`src/rtl/load_store_unit_if.sv`:
```
// rtl/load_store_unit_if.sv - data-memory bus between the load/store unit and memory
interface load_store_unit_if;
  logic        BusReq_o;
  logic        BusWe_o;
  logic [31:0] BusAddr_o;
  logic [31:0] BusWdata_o;
  logic [3:0]  BusBe_o;
  logic        BusGnt_i;
  logic        BusRvalid_i;
  logic [31:0] BusRdata_i;

  modport master (
    output BusReq_o, BusWe_o, BusAddr_o, BusWdata_o, BusBe_o,
    input  BusGnt_i, BusRvalid_i, BusRdata_i
  );

  modport slave (
    input  BusReq_o, BusWe_o, BusAddr_o, BusWdata_o, BusBe_o,
    output BusGnt_i, BusRvalid_i, BusRdata_i
  );
endinterface

```
`src/rtl/load_store_unit.sv`:
```
// rtl/load_store_unit.sv - load/store stage: aligned word bus transactions, stall, load extend
module load_store_unit (
  input  logic                      clk_i,
  input  logic                      rst_ni,
  input  logic                      MemRead_i,
  input  logic                      MemWrite_i,
  input  logic [2:0]                Funct3_i,
  input  logic [31:0]               Addr_i,
  input  logic [31:0]               WriteData_i,
  output logic                      Stall_o,
  output logic                      Misaligned_o,
  output logic [31:0]               Mem_o,
  load_store_unit_if.master         bus
);

  typedef enum logic [1:0] {S_IDLE, S_REQ, S_WAIT_R, S_DONE} state_t;

  state_t      r_state;
  state_t      w_next;
  logic [2:0]  r_funct3;
  logic [1:0]  r_off;
  logic        r_we;
  logic        r_req;
  logic [31:0] r_addr;
  logic [31:0] r_wdata;
  logic [3:0]  r_be;
  logic [31:0] r_mem;

  logic        w_access;
  logic        w_is_byte;
  logic        w_is_half;
  logic        w_misalign;
  logic        w_valid;
  logic [31:0] w_st_wdata;
  logic [3:0]  w_st_be;
  logic [31:0] w_byte_shift;
  logic [31:0] w_half_shift;
  logic [31:0] w_load;

  // Size decode: x00 byte, x01 half, everything else is a word access
  assign w_access   = MemRead_i | MemWrite_i;
  assign w_is_byte  = (Funct3_i[1:0] == 2'b00);
  assign w_is_half  = (Funct3_i[1:0] == 2'b01);
  assign w_misalign = w_access & ((w_is_half & Addr_i[0]) |
                                  (~w_is_byte & ~w_is_half & (|Addr_i[1:0])));
  // Only IDLE samples the instruction; later states own the in-flight one
  assign w_valid    = (r_state == S_IDLE) & w_access & ~w_misalign;

  // Store lane replication and byte enables; loads read the whole word
  always_comb begin
    w_st_wdata = 32'h0;
    w_st_be    = 4'b1111;
    if (MemWrite_i) begin
      if (w_is_byte) begin
        w_st_wdata = {4{WriteData_i[7:0]}};
        w_st_be    = 4'b0001 << Addr_i[1:0];
      end else if (w_is_half) begin
        w_st_wdata = {2{WriteData_i[15:0]}};
        w_st_be    = Addr_i[1] ? 4'b1100 : 4'b0011;
      end else begin
        w_st_wdata = WriteData_i;
      end
    end
  end

  // Load lane extraction and sign/zero extension from the latched size and offset
  assign w_byte_shift = bus.BusRdata_i >> {r_off, 3'b000};
  assign w_half_shift = bus.BusRdata_i >> {r_off[1], 4'b0000};

  always_comb begin
    w_load = bus.BusRdata_i;
    unique case (r_funct3)
      3'b000:  w_load = {{24{w_byte_shift[7]}}, w_byte_shift[7:0]};
      3'b100:  w_load = {24'h0, w_byte_shift[7:0]};
      3'b001:  w_load = {{16{w_half_shift[15]}}, w_half_shift[15:0]};
      3'b101:  w_load = {16'h0, w_half_shift[15:0]};
      default: w_load = bus.BusRdata_i;
    endcase
  end

  // FSM state register
  always_ff @(posedge clk_i or negedge rst_ni) begin
    if (!rst_ni) r_state <= S_IDLE;
    else         r_state <= w_next;
  end

  // FSM next state: writes skip WAIT_R, rvalid only matters in WAIT_R
  always_comb begin
    w_next = r_state;
    unique case (r_state)
      S_IDLE:   if (w_valid)          w_next = S_REQ;
      S_REQ:    if (bus.BusGnt_i)     w_next = r_we ? S_DONE : S_WAIT_R;
      S_WAIT_R: if (bus.BusRvalid_i)  w_next = S_DONE;
      default:                        w_next = S_IDLE;
    endcase
  end

  // FSM outputs: stall until DONE, fault flag only when a new access is sampled
  always_comb begin
    Stall_o      = w_valid | (r_state == S_REQ) | (r_state == S_WAIT_R);
    Misaligned_o = (r_state == S_IDLE) & w_misalign;
  end

  // Bus registers and load result; a store wins when both flags are set
  always_ff @(posedge clk_i or negedge rst_ni) begin
    if (!rst_ni) begin
      r_funct3 <= 3'b000;
      r_off    <= 2'b00;
      r_we     <= 1'b0;
      r_req    <= 1'b0;
      r_addr   <= 32'h0;
      r_wdata  <= 32'h0;
      r_be     <= 4'h0;
      r_mem    <= 32'h0;
    end else begin
      unique case (r_state)
        S_IDLE: if (w_valid) begin
          r_funct3 <= Funct3_i;
          r_off    <= Addr_i[1:0];
          r_we     <= MemWrite_i;
          r_req    <= 1'b1;
          r_addr   <= {Addr_i[31:2], 2'b00};
          r_wdata  <= w_st_wdata;
          r_be     <= w_st_be;
        end
        S_REQ:    if (bus.BusGnt_i)    r_req <= 1'b0;
        S_WAIT_R: if (bus.BusRvalid_i) r_mem <= w_load;
        default: ;
      endcase
    end
  end

  assign bus.BusReq_o   = r_req;
  assign bus.BusWe_o    = r_we;
  assign bus.BusAddr_o  = r_addr;
  assign bus.BusWdata_o = r_wdata;
  assign bus.BusBe_o    = r_be;
  assign Mem_o          = r_mem;

endmodule

```
`src/flat_wrapper.sv`:
```
// flat-port wrapper written by rule: the top's interface ports become plain ports
module load_store_unit_flat 
  (clk_i, rst_ni, MemRead_i, MemWrite_i, Funct3_i, Addr_i, WriteData_i, Stall_o, Misaligned_o, Mem_o, bus_BusReq_o, bus_BusWe_o, bus_BusAddr_o, bus_BusWdata_o, bus_BusBe_o, bus_BusGnt_i, bus_BusRvalid_i, bus_BusRdata_i);
  load_store_unit_if bus_i ();
  input  logic clk_i;
  input  logic rst_ni;
  input  logic MemRead_i;
  input  logic MemWrite_i;
  input  logic [2:0] Funct3_i;
  input  logic [31:0] Addr_i;
  input  logic [31:0] WriteData_i;
  output logic Stall_o;
  output logic Misaligned_o;
  output logic [31:0] Mem_o;
  output wire logic [$bits(bus_i.BusReq_o)-1:0] bus_BusReq_o;
  output wire logic [$bits(bus_i.BusWe_o)-1:0] bus_BusWe_o;
  output wire logic [$bits(bus_i.BusAddr_o)-1:0] bus_BusAddr_o;
  output wire logic [$bits(bus_i.BusWdata_o)-1:0] bus_BusWdata_o;
  output wire logic [$bits(bus_i.BusBe_o)-1:0] bus_BusBe_o;
  input wire logic [$bits(bus_i.BusGnt_i)-1:0] bus_BusGnt_i;
  input wire logic [$bits(bus_i.BusRvalid_i)-1:0] bus_BusRvalid_i;
  input wire logic [$bits(bus_i.BusRdata_i)-1:0] bus_BusRdata_i;
  assign bus_BusReq_o = bus_i.BusReq_o;
  assign bus_BusWe_o = bus_i.BusWe_o;
  assign bus_BusAddr_o = bus_i.BusAddr_o;
  assign bus_BusWdata_o = bus_i.BusWdata_o;
  assign bus_BusBe_o = bus_i.BusBe_o;
  assign bus_i.BusGnt_i = bus_BusGnt_i;
  assign bus_i.BusRvalid_i = bus_BusRvalid_i;
  assign bus_i.BusRdata_i = bus_BusRdata_i;
  load_store_unit u_core (.clk_i(clk_i), .rst_ni(rst_ni), .MemRead_i(MemRead_i), .MemWrite_i(MemWrite_i), .Funct3_i(Funct3_i), .Addr_i(Addr_i), .WriteData_i(WriteData_i), .Stall_o(Stall_o), .Misaligned_o(Misaligned_o), .Mem_o(Mem_o), .bus(bus_i));
endmodule
```
`config.mk`:
```
export PLATFORM = sky130hd
export DESIGN_NAME = load_store_unit_flat
export DESIGN_NICKNAME = d
export VERILOG_FILES = /design/src/rtl/load_store_unit_if.sv /design/src/rtl/load_store_unit.sv /design/src/flat_wrapper.sv
export SDC_FILE = /design/constraint.sdc
export NUM_CORES = 1
export LEC_CHECK = 0
export CORE_MARGIN = 3
export CORE_UTILIZATION = 63
export DETAILED_ROUTE_END_ITERATION = 10
export DONT_BUFFER_PORTS = 1
export PLACE_DENSITY = 0.79
export REMOVE_ABC_BUFFERS = 1
export SLEW_MARGIN = 0
export SYNTH_ARGS = -nofsm -noshare
export SYNTH_HDL_FRONTEND = slang
export SYNTH_SLANG_ARGS = --single-unit
```
`constraint.sdc`:
```
create_clock -name clk_i -period 2.1 [get_ports clk_i]
set_input_delay 0.105 -clock clk_i [delete_from_list [all_inputs] [get_ports clk_i]]
set_output_delay 0.105 -clock clk_i [all_outputs]
set_load 0.05 [all_outputs]
```
==> results.py, run 1 <==
metrics = {
    "timing": {
        "timing.final.max_slew_violations": 0,
        "tightest_slew_ns": 0.9429,
        "finalCritPeriodShare_pct": 95.82,
        "worst_hold_slack_ns": -0.5795,
        "fmax_mhz": 497.0,
        "slew_headroom_pct": 36.93,
        "hold_viol": 107,
        "fin_tns_setup_ns": 0,
        "setup_viol": 0,
        "min_period_ns": 2.012,
        "rsz0062_at_grt": "no",
        "skew_ns": 0.01121,
    },
    "cells_and_area": {
        "fill_cells": 392,
        "utilization_pct": 83.37,
        "fin_cells": 625,
        "nNetsFinal": 630,
        "multi_input_area_um2": 2122,
        "postLayoutCellArea_um2": 6241,
        "seq_area_um2": 2679,
        "antenna_cells": 0,
        "area_delta_synth_final_pct": 24.76,
        "layout-drive-gt1-share_pct": 12.17,
    },
    "yosys": {
        "syn_inst": 435,
        "synth_edf_count": 0,
        "yosysMostFrequentCell": "dfrtp_1",
        "synthTopCellsByCount": "dfrtp_1, a21oi_1, mux2_1",
        "synth_seq_area_share_pct": 53.53,
        "yosys_warnings": 0,
        "synth_cell_types": 46,
        "synth_area_leaders": "dfrtp_1, mux2_1, mux2i_1, a21oi_1, o2bb2ai_1",
        "synth_top_area_share_pct": 53.53,
        "synth_top_area_cell": "dfrtp_1",
        "async_flop_share_pct": 100.0,
        "avgSynthCellArea_um2": 11.50,
        "ys_ff_latch": 107,
        "synth_ff_type": "dfrtp_1",
        "synth_area_um2": 5002,
    },
    "grt": {
        "antenna_found_initial": 0,
        "grt_pass1_wl_mm": 21.88,
        "grt_remaining_overflow": 0,
        "grtUsageTotal_pct": 31.77,
        "grt_max_degree": 108,
        "first_global_vias": 4026,
    },
    "clock_network": {
        "cts_setup_buffers": 0,
        "cts-root-buf": "clkbuf_8",
        "numCtsBuffers": 9,
        "clk_pin_slew_ns": 0.11,
        "cts_max_path_buffers": 2,
        "cts_tree": "done",
        "h-tree-depth": 3,
        "postCtsHoldBufs": 93,
        "clkLatencyLatePin_ns": 0.36,
        "clock-sinks": 107,
    },
    "run": {
        "maxCapViolations": 0,
    },
    "placement": {
        "post_dp_cell_area_um2": 5080,
        "dp.cells": 516,
        "port_buffers": 0,
        "hpwl_mm": 8.435,
        "gp_congestion": 0.7906,
    },
    "worst_hold_path": {
        "hold_class": "in -> async",
    },
    "power": {
        "ir_worst_vdd_uv": 1011,
        "pwr_density_cell_nw_per_um2": 1795,
        "p_leak_uw": 0.002656,
    },
    "floorplan": {
        "core.rowCount": 31,
        "dieArea_um2": 9045,
        "initial_utilization_pct": 66.82,
        "dieWidth_um": 95.11,
        "die_h_um": 95.11,
        "core-area_um2": 7486,
        "num_io_pins": 209,
    },
    "detailed_routing": {
        "routed_wl_mm": 14.25,
        "first_pass_iters": 5,
        "ant_nets": 0,
        "vias": 3952,
        "wire_per_inst_um": 22.79,
        "drt_iter0_markers": 295,
        "viasPerCell": 6.323,
        "drc": 0,
    },
    "critical_path": {
        "crit_type": "reg -> reg",
        "worst_setup_path_end_kind": "flop",
        "critPathLaunchType": "flop",
        "path_max_fanout": 10,
        "critPathRequiredTime_ns": 2.40,
        "crit_arrival_ns": 2.31,
    },
    "run_status": {
        "violations": "hold timing",
        "status": "finished with violations",
    },
}
per-layer routing:
layer  GRT usage, %  routed length (um)
met5              0                   0
met4          12.38                 374
met3          10.02                1520
met2          52.30                7150
met1          39.08                5201
registers in the layout, indices dropped and copies added, names as in the netlist:
name	flops
u_core.bus.BusWe_o	1
u_core.r_funct3	3
u_core.bus.BusBe_o	4
u_core.r_off	2
u_core.Mem_o	32
u_core.r_state	2
u_core.bus.BusWdata_o	32
u_core.bus.BusAddr_o	30
u_core.bus.BusReq_o	1
cell usage in the layout, fill, tap and decap left out, types with 2 or more instances in the layout:
cell type and instances:
dfrtp_1 106, dlygate4sd3_1 93, a21oi_1 36, mux2_1 30
nor2_1 27, mux2i_1 26, nand2_1 24, o21ai_0 24
o2bb2ai_1 18, a22o_1 16, a21oi_2 13, mux2_2 12
buf_4 12, o22ai_1 10, clkbuf_8 9, inv_1 8
or3_1 8, ha_1 4, nand2b_1 3, nand3_1 3
buf_12 3, nor3b_1 2, o32a_1 2, nor2b_1 2
nand3b_1 2, o221ai_1 2, a21o_1 2, a211oi_1 2
conb_1 2, inv_6 2, clkinv_4 2
what timing repair did:
action | 4_1_cts | 5_1_grt
resized for setup | 4 | 3
setup endpoints to repair | 1 | 18
endpoints found under the hold margin | 203 | 107
where the power goes:
part / internal [uW] / total, uW / switching [uW]
registers: 2980 / 7060 / 4080
logic: 1370 / 2840 / 1480
clock network: 571 / 1300 / 727
critical path, cell delays in order, from the launching register on:
cell and delay [ns]:
dfrtp_2 0.50, or3_1 0.44, o22a_1 0.26, a41oi_1 0.19, dlygate4sd3_1 0.57
kinds of logic after synthesis:
family	Yosys count	synth area share (%)
DFF	107	53.53
other	1	0.07497
muxes	68	14.66
adders and majority gates	4	1.001
AOI/OAI and AO/OA	134	18.58
buffers and inverters	42	4.352
and+or+nand+nor	79	7.804
path summary, 6_finish.rpt:
check | from | depth (start not counted) | endpoint | slack, ns
max | u_core.r_funct3[0] | 4 | u_core.Mem_o[7] | 0.09
min | rst_ni | 0 | u_core.Mem_o[29] | -0.58
max reg2reg | u_core.r_funct3[0] | 4 | u_core.Mem_o[7] | 0.09
min reg2reg | u_core.r_off[0] | 1 | u_core.r_off[0] | 0.59
max in group asynchronous | rst_ni | 0 | u_core.bus.BusWdata_o[0] | 2.51
min in group clk_i | Funct3_i[1] | 3 | u_core.bus.BusWdata_o[25] | 0.01
per-stage QoR:
step	power, uW	worst slack (ns)
2_1_floorplan	8733	-0.4750
4_1_cts	11080	0.05565
3_5_place_dp	9620	0.06008
5_1_grt	11690	0.006014
3_3_place_gp	9472	0.1439
6_report	11200	0.08778
final cells by class:
class,instances,share of cell area [%]
flip-flops and latches,107,42.92
multi-input cells,287,34.00
repair buffers,108,17.32
clock buffers,9,1.985
well taps,99,1.985
clock inverters,7,1.303
inverters,8,0.4812
(Power assumes the default switching activity.)
==> inputs of run 2 (changes only) <==
GPL_ROUTABILITY_DRIVEN = 0   (was default)
SETUP_SLACK_MARGIN = 0.15   (was default)
==> run 2 against run 1 <==
Effect of this change:
- the run still ends with hold timing left
- clock power barely moved
- sequential share of layout area decreased by 0.86 points
- global-route usage increased by 0.92 points
- register-to-register slack gained 0.13 ns
- routed wire length grew 5.9%
- maximum frequency grew 6.9%
- total power grew 1.4%
- critical path type unchanged
- critical endpoint is now u_core.bus.BusAddr_o[5]
==> results.py, run 2 (synthesis gave the netlist of run 1 again) <==
metrics = {
    "grt": {
        "grtUsageTotal_pct": 32.69,
        "antenna_found_initial": 0,
        "grt_pass1_wl_mm": 22.45,
        "grt_remaining_overflow": 0,
        "grt_max_degree": 108,
        "first_global_vias": 4182,
    },
    "clock_network": {
        "clock-sinks": 107,
        "h-tree-depth": 3,
        "clkLatencyLatePin_ns": 0.36,
        "postCtsHoldBufs": 99,
        "cts_max_path_buffers": 2,
        "clk_pin_slew_ns": 0.11,
        "numCtsBuffers": 9,
        "cts_tree": "done",
        "cts-root-buf": "clkbuf_8",
    },
    "timing": {
        "hold_viol": 107,
        "finalCritPeriodShare_pct": 89.60,
        "tightest_slew_ns": 0.6214,
        "min_period_ns": 1.882,
        "slew_headroom_pct": 58.46,
        "worst_hold_slack_ns": -0.5840,
        "fmax_mhz": 531.4,
        "skew_ns": 0.01134,
        "timing.final.max_slew_violations": 0,
        "fin_tns_setup_ns": 0,
        "setup_viol": 0,
        "rsz0062_at_grt": "no",
    },
    "critical_path": {
        "cp.buffers_inverters": 2,
        "critPathTopFamily": "flip-flops",
        "cp_slowest_cell": "dfrtp_1",
        "path_max_fanout": 40,
        "slowest_delay_ns": 0.42,
        "r2r_end": "u_core.bus.BusAddr_o[5]",
        "critPathLaunchType": "flop",
        "reg2reg_slack_ns": 0.22,
        "crit_type": "reg -> reg",
        "path_cells": "inv_1 > ha_1 > o21ai_2 > nor3b_4 > buf_12 > mux2_1",
        "reg2regPathDepth": 6,
        "worst_setup_path_end_kind": "flop",
        "crit_arrival_ns": 2.13,
        "critPathRequiredTime_ns": 2.35,
        "critPathLaunch": "u_core.r_state[0]",
        "worstReg2RegStart": "u_core.r_state[0]",
    },
    "floorplan": {
        "die_h_um": 95.11,
        "core.rowCount": 31,
        "core-area_um2": 7486,
        "dieArea_um2": 9045,
        "num_io_pins": 209,
        "initial_utilization_pct": 66.82,
        "dieWidth_um": 95.11,
    },
    "detailed_routing": {
        "ant_nets": 0,
        "wire_per_inst_um": 23.72,
        "drc": 0,
        "first_pass_iters": 5,
        "drt_iter0_markers": 281,
        "routed_wl_mm": 15.09,
        "vias": 4093,
        "viasPerCell": 6.436,
    },
    "cells_and_area": {
        "nNetsFinal": 641,
        "layout_common_cells": "dfrtp_1, dlygate4sd3_1, a21oi_1",
        "antenna_cells": 0,
        "fin_cells": 636,
        "area_delta_synth_final_pct": 27.26,
        "final_common_cell": "dfrtp_1",
        "layout-drive-gt1-share_pct": 12.85,
    },
    "worst_hold_path": {
        "hold_class": "in -> async",
    },
    "placement": {
        "port_buffers": 0,
        "dp.cells": 516,
        "hpwl_mm": 8.435,
    },
    "power": {
        "pwr_density_cell_nw_per_um2": 1785,
        "total_power_uw": 11360,
        "p_leak_uw": 0.002721,
        "ir_worst_vdd_uv": 916.0,
    },
    "run": {
        "maxCapViolations": 0,
    },
    "run_status": {
        "status": "finished with violations",
        "violations": "hold timing",
    },
}
## run 2: cell count changes in the layout (fill, tap and decap cells not counted)
cell / delta
buf_4: +3
nand2b_1: -1
nand2b_4: +1
buf_6: +1
dlygate4sd3_1: +6
clkbuf_16: +1
dfrtp_2: -1
dfrtp_1: +1
## run 2: worst register-to-register path, delay by kind of cell, from the launching register on
kind / cells / cell delay [ns]
AOI/OAI and AO/OA: 1 / 0.11
muxes: 1 / 0.39
DFF: 1 / 0.42
buffers and inverters: 2 / 0.36
adders and majority gates: 1 / 0.19
and+or+nand+nor: 1 / 0.30
## run 2: repair_timing
item | 4_1_cts | 5_1_grt
pin swaps | 0 | 1
gates cloned | 0 | 1
setup endpoints to repair | 48 | 9
setup buffers | 0 | 4
hold endpoints to repair | 203 | 107
resized for setup | 5 | 4
## run 2: worst max path at each step
| stage | to | depth (start not counted) |
|---|---|---|
| after floorplan | u_core.bus.BusAddr_o[31] | 5 |
| after global placement | u_core.Mem_o[23] | 4 |
| after detailed placement | u_core.Mem_o[23] | 4 |
| after CTS | Stall_o | 7 |
| after global routing | u_core.bus.BusAddr_o[5] | 6 |
| final | u_core.bus.BusAddr_o[5] | 6 |
## run 2: layout make-up
class                   instances  area, um2
flip-flops and latches        107       2678
clock inverters                 7      81.33
repair buffers                119       1200
clock buffers                   9      123.9
inverters                       8      30.03
well taps                      99      123.9
fillers                       367       1120
multi-input cells             287       2130
## run 2: report_power, final
| group | switching [uW] | internal [uW] |
|---|---|---|
| sequential | 4090 | 2980 |
| combinational | 1540 | 1430 |
| clock | 745 | 572 |
| total | 6380 | 4980 |
## run 2: metrics by stage
| stage | cell area [um2] | utilization [%] | worst slack, ns |
|---|---|---|---|
| floorplan | 4818 | - | -0.4750 |
| global placement | 5080 | 67.86 | 0.1439 |
| detailed placement | 5080 | 67.86 | 0.06008 |
| CTS | 6295 | 84.09 | 0.09496 |
| global route | 6366 | 85.04 | 0.1545 |
| finish | 6366 | 85.04 | 0.2183 |
## run 2: per-layer routing
metal	up-vias	GRT usage (%)	share of wire [%]
met5	-	0	0
met4	0	12.50	2.4
met3	36	10.26	11
met2	270	55.04	51
met1	2026	39.24	35
li1	1761	-	-
==> inputs of run 3 (changes only) <==
--- a/config.mk
+++ b/config.mk
@@ -12,2 +12,3 @@
 export GPL_ROUTABILITY_DRIVEN = 0
+export MAX_ROUTING_LAYER = met4
 export PLACE_DENSITY = 0.79
==> constraint.sdc (replaced) <==
create_clock -name clk_i -period 2.1 [get_ports clk_i]
set_input_delay 0.42 -clock clk_i [delete_from_list [all_inputs] [get_ports clk_i]]
set_output_delay 0.42 -clock clk_i [all_outputs]
set_load 0.05 [all_outputs]
==> run 3 against run 2 <==
Effect of this change:
- the run still ends with hold timing left
- critical path type is now reg -> out
- register-to-register slack improved by 0.05 ns
- global-route usage down 5.9 points
- flip-flop and latch count unchanged
- non-clock buffer count shrank 100
- via count fell by 16%
- critical path depth shrank 1
- first-iteration DRC count decreased by 12%
- routed wire length is 20% lower
- largest cell class unchanged
- final cell count fell by 16%
- die area did not move
==> results.py, run 3 (synthesis gave the netlist of run 1 again) <==
metrics = {
    "clock_network": {
        "cts_tree": "done",
        "clkLatencyLatePin_ns": 0.36,
        "cts_max_path_buffers": 2,
        "clk_pin_slew_ns": 0.11,
        "cts-root-buf": "clkbuf_8",
        "numCtsBuffers": 9,
        "h-tree-depth": 3,
        "clock-sinks": 107,
    },
    "critical_path": {
        "crit_type": "reg -> out",
        "worst_setup_path_end_kind": "primary output",
        "cp_slowest_cell": "dfrtp_1",
        "critPathRequiredTime_ns": 1.68,
        "reg2reg_slack_ns": 0.27,
        "crit_end": "Stall_o",
        "critPathLaunchType": "flop",
        "worstReg2RegStart": "u_core.r_off[1]",
        "path_cells": "buf_4 > ha_1 > inv_1 > nand3_2 > buf_6",
        "reg2regPathDepth": 4,
        "slowest_delay_ns": 0.43,
        "critPathLaunch": "u_core.r_state[0]",
        "crit_arrival_ns": 1.53,
        "path_max_fanout": 4,
        "r2r_end": "u_core.Mem_o[25]",
    },
    "placement": {
        "post_dp_cell_area_um2": 5080,
        "port_buffers": 0,
        "hpwl_mm": 8.615,
        "dp.cells": 516,
    },
    "timing": {
        "skew_ns": 0.01425,
        "hold_viol": 107,
        "fmax_mhz": 512.0,
        "setup_viol": 0,
        "timing.final.max_slew_violations": 0,
        "finalCritPeriodShare_pct": 93.01,
        "rsz0062_at_grt": "yes",
        "worst_hold_slack_ns": -0.2674,
        "slew_headroom_pct": 60.20,
        "tightest_slew_ns": 0.5964,
        "fin_tns_setup_ns": 0,
        "min_period_ns": 1.953,
    },
    "worst_hold_path": {
        "hold_class": "in -> async",
    },
    "detailed_routing": {
        "wire_per_inst_um": 22.62,
        "vias": 3442,
        "first_pass_iters": 4,
        "ant_nets": 0,
        "drc": 0,
        "routed_wl_mm": 12.12,
        "drt_iter0_markers": 247,
        "viasPerCell": 6.422,
    },
    "grt": {
        "grt_max_degree": 108,
        "grt_pass1_wl_mm": 18.13,
        "first_global_vias": 3446,
        "antenna_found_initial": 0,
        "grtUsageTotal_pct": 26.77,
        "grt_remaining_overflow": 0,
    },
    "cells_and_area": {
        "layout-drive-gt1-share_pct": 16.48,
        "nNetsFinal": 541,
        "fill_cells": 512,
        "fin_cells": 536,
        "postLayoutCellArea_um2": 5386,
        "area_delta_synth_final_pct": 7.679,
        "final_common_cell": "dfrtp_1",
        "layout_common_cells": "dfrtp_1, a21oi_1, mux2_1",
        "antenna_cells": 0,
    },
    "floorplan": {
        "die_h_um": 95.11,
        "dieWidth_um": 95.11,
        "dieArea_um2": 9045,
        "initial_utilization_pct": 66.82,
        "core.rowCount": 31,
        "core-area_um2": 7486,
        "num_io_pins": 209,
    },
    "run_status": {
        "violations": "hold timing",
        "status": "finished with violations",
    },
    "run": {
        "maxCapViolations": 0,
    },
}
==> run 3: changes by cell type in the layout (fill, tap and decap cells not counted), sizes merged <==
cell / delta
bufinv: +1
clkbuf: -1
clkinv: -2
clkinvlp: +1
dlygate4sd3: -99
==> run 3: how the worst min path moves through the flow <==
stage	start	end	slack, ns	cells after the start
2_1_floorplan	rst_ni	u_core.Mem_o[0]	0.12	0
5_1_grt	rst_ni	u_core.bus.BusAddr_o[21]	-0.30	0
6_report	rst_ni	u_core.Mem_o[28]	-0.27	0
4_1_cts	rst_ni	u_core.Mem_o[21]	-0.28	0
3_5_place_dp	rst_ni	u_core.Mem_o[21]	0.13	0
3_3_place_gp	rst_ni	u_core.Mem_o[20]	0.13	0
==> run 3: critical path, delay by kind of cell (launching register included) <==
| family | cells | cell delay, ns |
|---|---|---|
| buf+inv | 3 | 0.44 |
| flops | 1 | 0.43 |
| simple gates | 1 | 0.08 |
| fa+ha+maj | 1 | 0.24 |
==> run 3: final cells by class <==
class | count | area, um2 | share of cell area [%]
flip-flops and latches | 107 | 2678 | 49.71
multi-input cells | 287 | 2155 | 40.00
inverters | 8 | 30.03 | 0.5575
well taps | 99 | 123.9 | 2.300
repair buffers | 19 | 171.4 | 3.182
clock inverters | 7 | 105.1 | 1.951
clock buffers | 9 | 123.9 | 2.300
==> run 3: metal layers <==
layer,up-vias,wire (um),GRT usage (%)
met1,1691,4574,33.14
met3,17,1266,7.893
met5,-,0,-
met4,0,141,8.654
li1,1557,-,-
met2,177,6140,42.45
==> run 3: stage by stage <==
step | util (%) | hold slack [ns] | setup slack [ns]
after floorplan | - | 0.1244 | -0.4898
final | 71.95 | -0.2674 | 0.1468
after detailed placement | 67.86 | 0.1271 | 0.06914
after global placement | 67.86 | 0.1267 | 0.1459
after global routing | 71.95 | -0.2995 | 0.07725
after CTS | 71.07 | -0.2751 | 0.03224
==> run 3: repair_timing <==
| item | 4_1_cts | 5_1_grt |
|---|---|---|
| setup buffers | 0 | 4 |
| resized for setup | 3 | 8 |
| pin swaps | 0 | 2 |
| endpoints found under the hold margin | 107 | 107 |
| setup endpoints to repair | 18 | 3 |
Power of run 3 is left out: the tool's default activity adds up to more than one toggle a clock period on the data nets, which glitch-free logic cannot reach.
